--- src/rtl/spi_rr_master.sv ---
`default_nettype none
// ============================================================================
// Module   : spi_rr_master
// Purpose  : SPI mode-0 master shared by two clients through a round-robin
//            arbiter. One full-duplex LSB-first word per grant.
// Revision : 1.0 - initial release
// ============================================================================
module spi_rr_master #(
  parameter int REG_WIDTH = 8,
  parameter int CLK_DIV   = 4,
  parameter int CS_GAP    = 2
) (
  input  logic                 sys_clk,
  input  logic                 rstn,
  input  logic [1:0]           req,
  input  logic [REG_WIDTH-1:0] tx_data0,
  input  logic [REG_WIDTH-1:0] tx_data1,
  output logic [1:0]           gnt,
  output logic [1:0]           done,
  output logic [REG_WIDTH-1:0] rx_data,
  output logic                 busy,
  output logic                 cs,
  output logic                 sclk,
  output logic                 mosi,
  input  logic                 miso
);

  // One counter times both the sclk half-periods and the inter-transaction gap.
  localparam int CNT_MAX = (CLK_DIV > CS_GAP) ? CLK_DIV : CS_GAP;
  localparam int CNT_W   = (CNT_MAX > 1) ? $clog2(CNT_MAX) : 1;
  localparam int EDGE_W  = $clog2(2 * REG_WIDTH);

  localparam logic [CNT_W-1:0]  c_div_last  = CNT_W'(CLK_DIV - 1);
  localparam logic [CNT_W-1:0]  c_gap_last  = CNT_W'((CS_GAP > 0) ? (CS_GAP - 1) : 0);
  localparam logic [EDGE_W-1:0] c_edge_last = EDGE_W'(2 * REG_WIDTH - 1);

  typedef enum logic [2:0] {
    S_IDLE  = 3'd0,
    S_SETUP = 3'd1,
    S_SHIFT = 3'd2,
    S_HOLD  = 3'd3,
    S_GAP   = 3'd4
  } state_t;

  state_t                r_state;
  state_t                w_next;
  logic [CNT_W-1:0]      r_cnt;
  logic [EDGE_W-1:0]     r_edge;
  logic [REG_WIDTH-1:0]  r_tx;
  logic [REG_WIDTH-1:0]  r_rx;
  logic                  r_last;
  logic                  w_win;
  logic                  w_cnt_done;

  // Counter expiry: gap length in GAP, half-period length everywhere else.
  assign w_cnt_done = (r_state == S_GAP) ? (r_cnt == c_gap_last) : (r_cnt == c_div_last);

  // Round-robin winner: a lone requester wins; on a tie the client not granted last wins.
  always_comb begin
    w_win = 1'b0;
    case (req)
      2'b10:   w_win = 1'b1;
      2'b11:   w_win = ~r_last;
      default: w_win = 1'b0;
    endcase
  end

  // State register.
  always_ff @(posedge sys_clk or negedge rstn) begin
    if (!rstn) begin
      r_state <= S_IDLE;
    end else begin
      r_state <= w_next;
    end
  end

  // Next-state logic.
  always_comb begin
    w_next = r_state;
    case (r_state)
      S_IDLE:  if (|req) w_next = S_SETUP;
      S_SETUP: if (w_cnt_done) w_next = S_SHIFT;
      S_SHIFT: if (w_cnt_done && sclk && (r_edge == c_edge_last)) w_next = S_HOLD;
      S_HOLD:  if (w_cnt_done) w_next = (CS_GAP == 0) ? S_IDLE : S_GAP;
      S_GAP:   if (w_cnt_done) w_next = S_IDLE;
      default: w_next = S_IDLE;
    endcase
  end

  // Datapath: grant capture, sclk generation, shift registers and bus outputs.
  always_ff @(posedge sys_clk or negedge rstn) begin
    if (!rstn) begin
      r_cnt   <= '0;
      r_edge  <= '0;
      r_tx    <= '0;
      r_rx    <= '0;
      r_last  <= 1'b1;
      gnt     <= 2'b00;
      done    <= 2'b00;
      rx_data <= '0;
      busy    <= 1'b0;
      cs      <= 1'b1;
      sclk    <= 1'b0;
      mosi    <= 1'b0;
    end else begin
      done <= 2'b00;
      case (r_state)
        S_IDLE: begin
          r_cnt <= '0;
          if (|req) begin
            gnt    <= w_win ? 2'b10 : 2'b01;
            r_last <= w_win;
            busy   <= 1'b1;
            cs     <= 1'b0;
            r_tx   <= w_win ? tx_data1 : tx_data0;
            mosi   <= w_win ? tx_data1[0] : tx_data0[0];
            r_edge <= '0;
            r_rx   <= '0;
          end
        end
        S_SETUP: begin
          r_cnt <= w_cnt_done ? '0 : r_cnt + 1'b1;
        end
        S_SHIFT: begin
          r_cnt <= w_cnt_done ? '0 : r_cnt + 1'b1;
          if (w_cnt_done) begin
            sclk   <= ~sclk;
            r_edge <= r_edge + 1'b1;
            if (!sclk) begin
              // Rising edge: capture miso, first bit ends up in the LSB.
              r_rx <= {miso, r_rx[REG_WIDTH-1:1]};
            end else if (r_edge != c_edge_last) begin
              // Falling edge: present the next tx bit; after the last fall mosi holds.
              r_tx <= r_tx >> 1;
              mosi <= r_tx[1];
            end
          end
        end
        S_HOLD: begin
          r_cnt <= w_cnt_done ? '0 : r_cnt + 1'b1;
          if (w_cnt_done) begin
            cs      <= 1'b1;
            gnt     <= 2'b00;
            done    <= gnt;
            rx_data <= r_rx;
            if (CS_GAP == 0) busy <= 1'b0;
          end
        end
        S_GAP: begin
          r_cnt <= w_cnt_done ? '0 : r_cnt + 1'b1;
          if (w_cnt_done) busy <= 1'b0;
        end
        default: r_cnt <= '0;
      endcase
    end
  end

endmodule
`default_nettype wire

--- config.mk ---
export PLATFORM = sky130hd
export DESIGN_NAME = spi_rr_master
export DESIGN_NICKNAME = d
export VERILOG_FILES = /design/src/rtl/spi_rr_master.sv
export SDC_FILE = /design/constraint.sdc
export NUM_CORES = 1
export LEC_CHECK = 0
export ABC_AREA = 0
export BUFFER_PORTS_ARGS = -buffer_cell sky130_fd_sc_hd__buf_2
export CAP_MARGIN = 25
export CORE_MARGIN = 4
export CORE_UTILIZATION = 35
export CTS_CLUSTER_DIAMETER = 50
export DETAILED_ROUTE_END_ITERATION = 8
export GPL_ROUTABILITY_DRIVEN = 0
export HOLD_SLACK_MARGIN = 0.1
export MAX_ROUTING_LAYER = met4
export PLACE_DENSITY = 0.53
export SLEW_MARGIN = 10
export SYNTH_ARGS = -nofsm -noshare
export SYNTH_HDL_FRONTEND = slang
export SYNTH_SLANG_ARGS = --single-unit
--- constraint.sdc ---
create_clock -name sys_clk -period 2.53 [get_ports sys_clk]
set_clock_uncertainty 0.15 [all_clocks]
set_input_delay 0 -clock sys_clk [delete_from_list [all_inputs] [get_ports sys_clk]]
set_output_delay 0 -clock sys_clk [all_outputs]
set_load 0.02 [all_outputs]
==> results.cfg <==
[clocking]
cts.clk_slew.worst_paths_ns = 0.08
cts_root_buf = clkbuf_8
htree_levels = 2
clock_sinks = 41
worstSkewPairLatency_ns = 0.29
max-clock-path-buffers = 2
cts_tree = yes
post_cts_buffers = 0
cts_made_buffers = 5

[placement]
post-place-ws_ns = 0.339
hpwlAfterDp_um = 2770
port_buffers = 36
place_area_um2 = 2090

[synthesis]
syn_inst = 164
synthArstFlopShare_pct = 100
synthFlopType = dfrtp_1
syn_avg_cell_area_um2 = 11.3
yosysSeqAreaShare_pct = 55.7
synth_seq_cells = 41
yosysUniqueCellTypes = 37
yosys_warnings = 0
synth_area_um2 = 1850
syn_nets = 186
synth-edff-count = 0

[flow_run]
maxCapViolCount = 0

[critical_path]
crit_path_max_fanout = 11
startpoint_type = flip-flop
r2r_cells = 5
reg2reg_setup_slack_ns = 0.11
cp-end-kind = flip-flop
critPathArrivalTime_ns = 2.45
worstPathRequired_ns = 2.56
crit_type = flip-flop to flip-flop

[detailed_routing]
dr_total_vias = 1438
drtIter0Drc = 68
routedWlPerCell_um = 13.8
finalWirelength_um = 4020
via_per_inst = 4.92
drtPass1Iterations = 4
ant_nets = 0
drcViolationCount = 0

[power_and_ir_drop]
p_switching_mw = 0.820
power_frac_clock_pct = 25.6
combPwrFrac_pct = 34.3
p_int_mw = 1.65
power.leakage_nw = 1.17
p_per_area_nw_per_um2 = 1020
seqPwrFrac_pct = 40.1
vdd_drop_max_uv = 368
swShare_pct = 33.2

[floorplan]
pin_count = 37
start_util_pct = 36.2
die_x_um = 80.7
num_rows = 26
coreArea_um2 = 5110
die-area_um2 = 6510
die_h_um = 80.7

[run_status]
outcome = complete, no violations

[sta]
slew_violations = 0
grt_setup_unrepaired = no
timing.fmax_mhz = 413
fin_crit_sh_pct = 95.7
tightest_slew_ns = 0.881
finalWorstSetupSlack_ns = 0.108
hold_viol_final = 0
relSlewSlack_pct = 41.3
layout_min_cycle_time_ns = 2.42
setup_viol = 0
totalNegativeSetupSlack_ns = 0

[finish]
nets = 243
finalInstanceArea_um2 = 2420
final_common_cell = dfrtp_1
mostFrequentLayoutCells = dfrtp_1, buf_2, dlygate4sd3_1, mux2_2
drive_gt1_share_pct = 32.0
areaGrowthSynthToFinish_pct = 31.2
num_antenna_cells = 0
fillers = 474
final_util_pct = 47.5

[grt]
grt_max_degree = 42
antenna_found_initial = 0
grt_pass1_wl_um = 6800
track_usage_pct = 14.1
grt_overflow_total = 0
grt_pass1_vias = 1464

[worst_hold_path]
worst_hold_path_type = input port to async pin
[final timing paths]
kind,startpoint,to
max,r_state[2],r_tx[1]
min in group sys_clk,miso,r_rx[7]
max reg2reg,r_state[2],r_tx[1]
min,rstn,done[1]
min reg2reg,r_last,r_last
max in group asynchronous,rstn,r_tx[7]
[cells by family after synthesis]
kind of cell	after synthesis	share of synthesized area (%)
and+or+nand+nor	50	12.9
DFF	41	55.7
AOI/OAI and AO/OA	39	15.1
muxes	18	10.8
buffers and inverters	11	2.98
xor gates and xnor gates	4	1.90
adders and majority gates	1	0.677
[layout make-up]
type                       instances  area, µm²  area share [%]
multi-input combinational        112        764            31.5
tap                               70       87.6            3.61
clock inverter                     3       68.8            2.84
clock buffer                       5       68.8            2.84
sequential                        41       1030            42.4
timing repair buffer              58        395            16.3
inverter                           3       11.3           0.464
[power groups by stage]
stage | logic, mW | clock network, mW | registers (mW)
after floorplan | 0.560 | 0 | 1.01
after global placement | 0.745 | 0 | 0.988
after detailed placement | 0.769 | 0 | 0.999
after CTS | 0.852 | 0.645 | 0.988
after global routing | 0.937 | 0.680 | 1.02
final | 0.848 | 0.632 | 0.990
[Yosys cell counts (all sizes together), types with 3 or more instances]
library cell | instances | area [µm²]
buf | 7 | 40.0
xnor2 | 3 | 26.3
and3 | 3 | 18.8
dfrtp | 39 | 976
nor2 | 13 | 48.8
nand3 | 4 | 20.0
a21oi | 16 | 83.8
nand2 | 15 | 56.3
o21ai | 3 | 15.0
inv | 3 | 11.3
and2 | 3 | 18.8
o22ai | 4 | 31.3
a22o | 9 | 78.8
mux2 | 16 | 180
nor3 | 4 | 20.0
[metal layers]
layer,track usage [%],vias up,part of all wire (%)
met1,17.1,709,44
met2,22.7,27,50
met5,-,-,0
met3,3.81,9,3.8
li1,-,693,-
met4,4.90,0,2.2
[per-stage QoR]
step	cells	hold WS, ns	total power, mW
6_report	292	0.204	2.47
5_1_grt	292	0.306	2.64
4_1_cts	292	0.255	2.48
3_5_place_dp	264	0.0325	1.77
3_3_place_gp	264	0.0114	1.73
2_1_floorplan	164	-0.446	1.57
[repair_timing]
item,4_1_cts,5_1_grt
resized for setup,0,0
hold buffers,20,0
endpoints found under the hold margin,50,0
[worst max-delay path, cell delays in order (launching register included)]
cell and delay (ns):
dfrtp_1 0.49, or3b_2 0.64, nor2_1 0.15, a21oi_1 0.06, dlygate4sd3_1 0.56, mux2_2 0.27
[registers in the layout, indices dropped and copies added (netlist names)]
signal / flops
done: 2
r_tx: 8
cs: 1
r_cnt: 2
r_state: 3
r_rx: 8
gnt: 2
rx_data: 8
busy: 1
r_last: 1
sclk: 1
r_edge: 4
(Power assumes the default switching activity.)
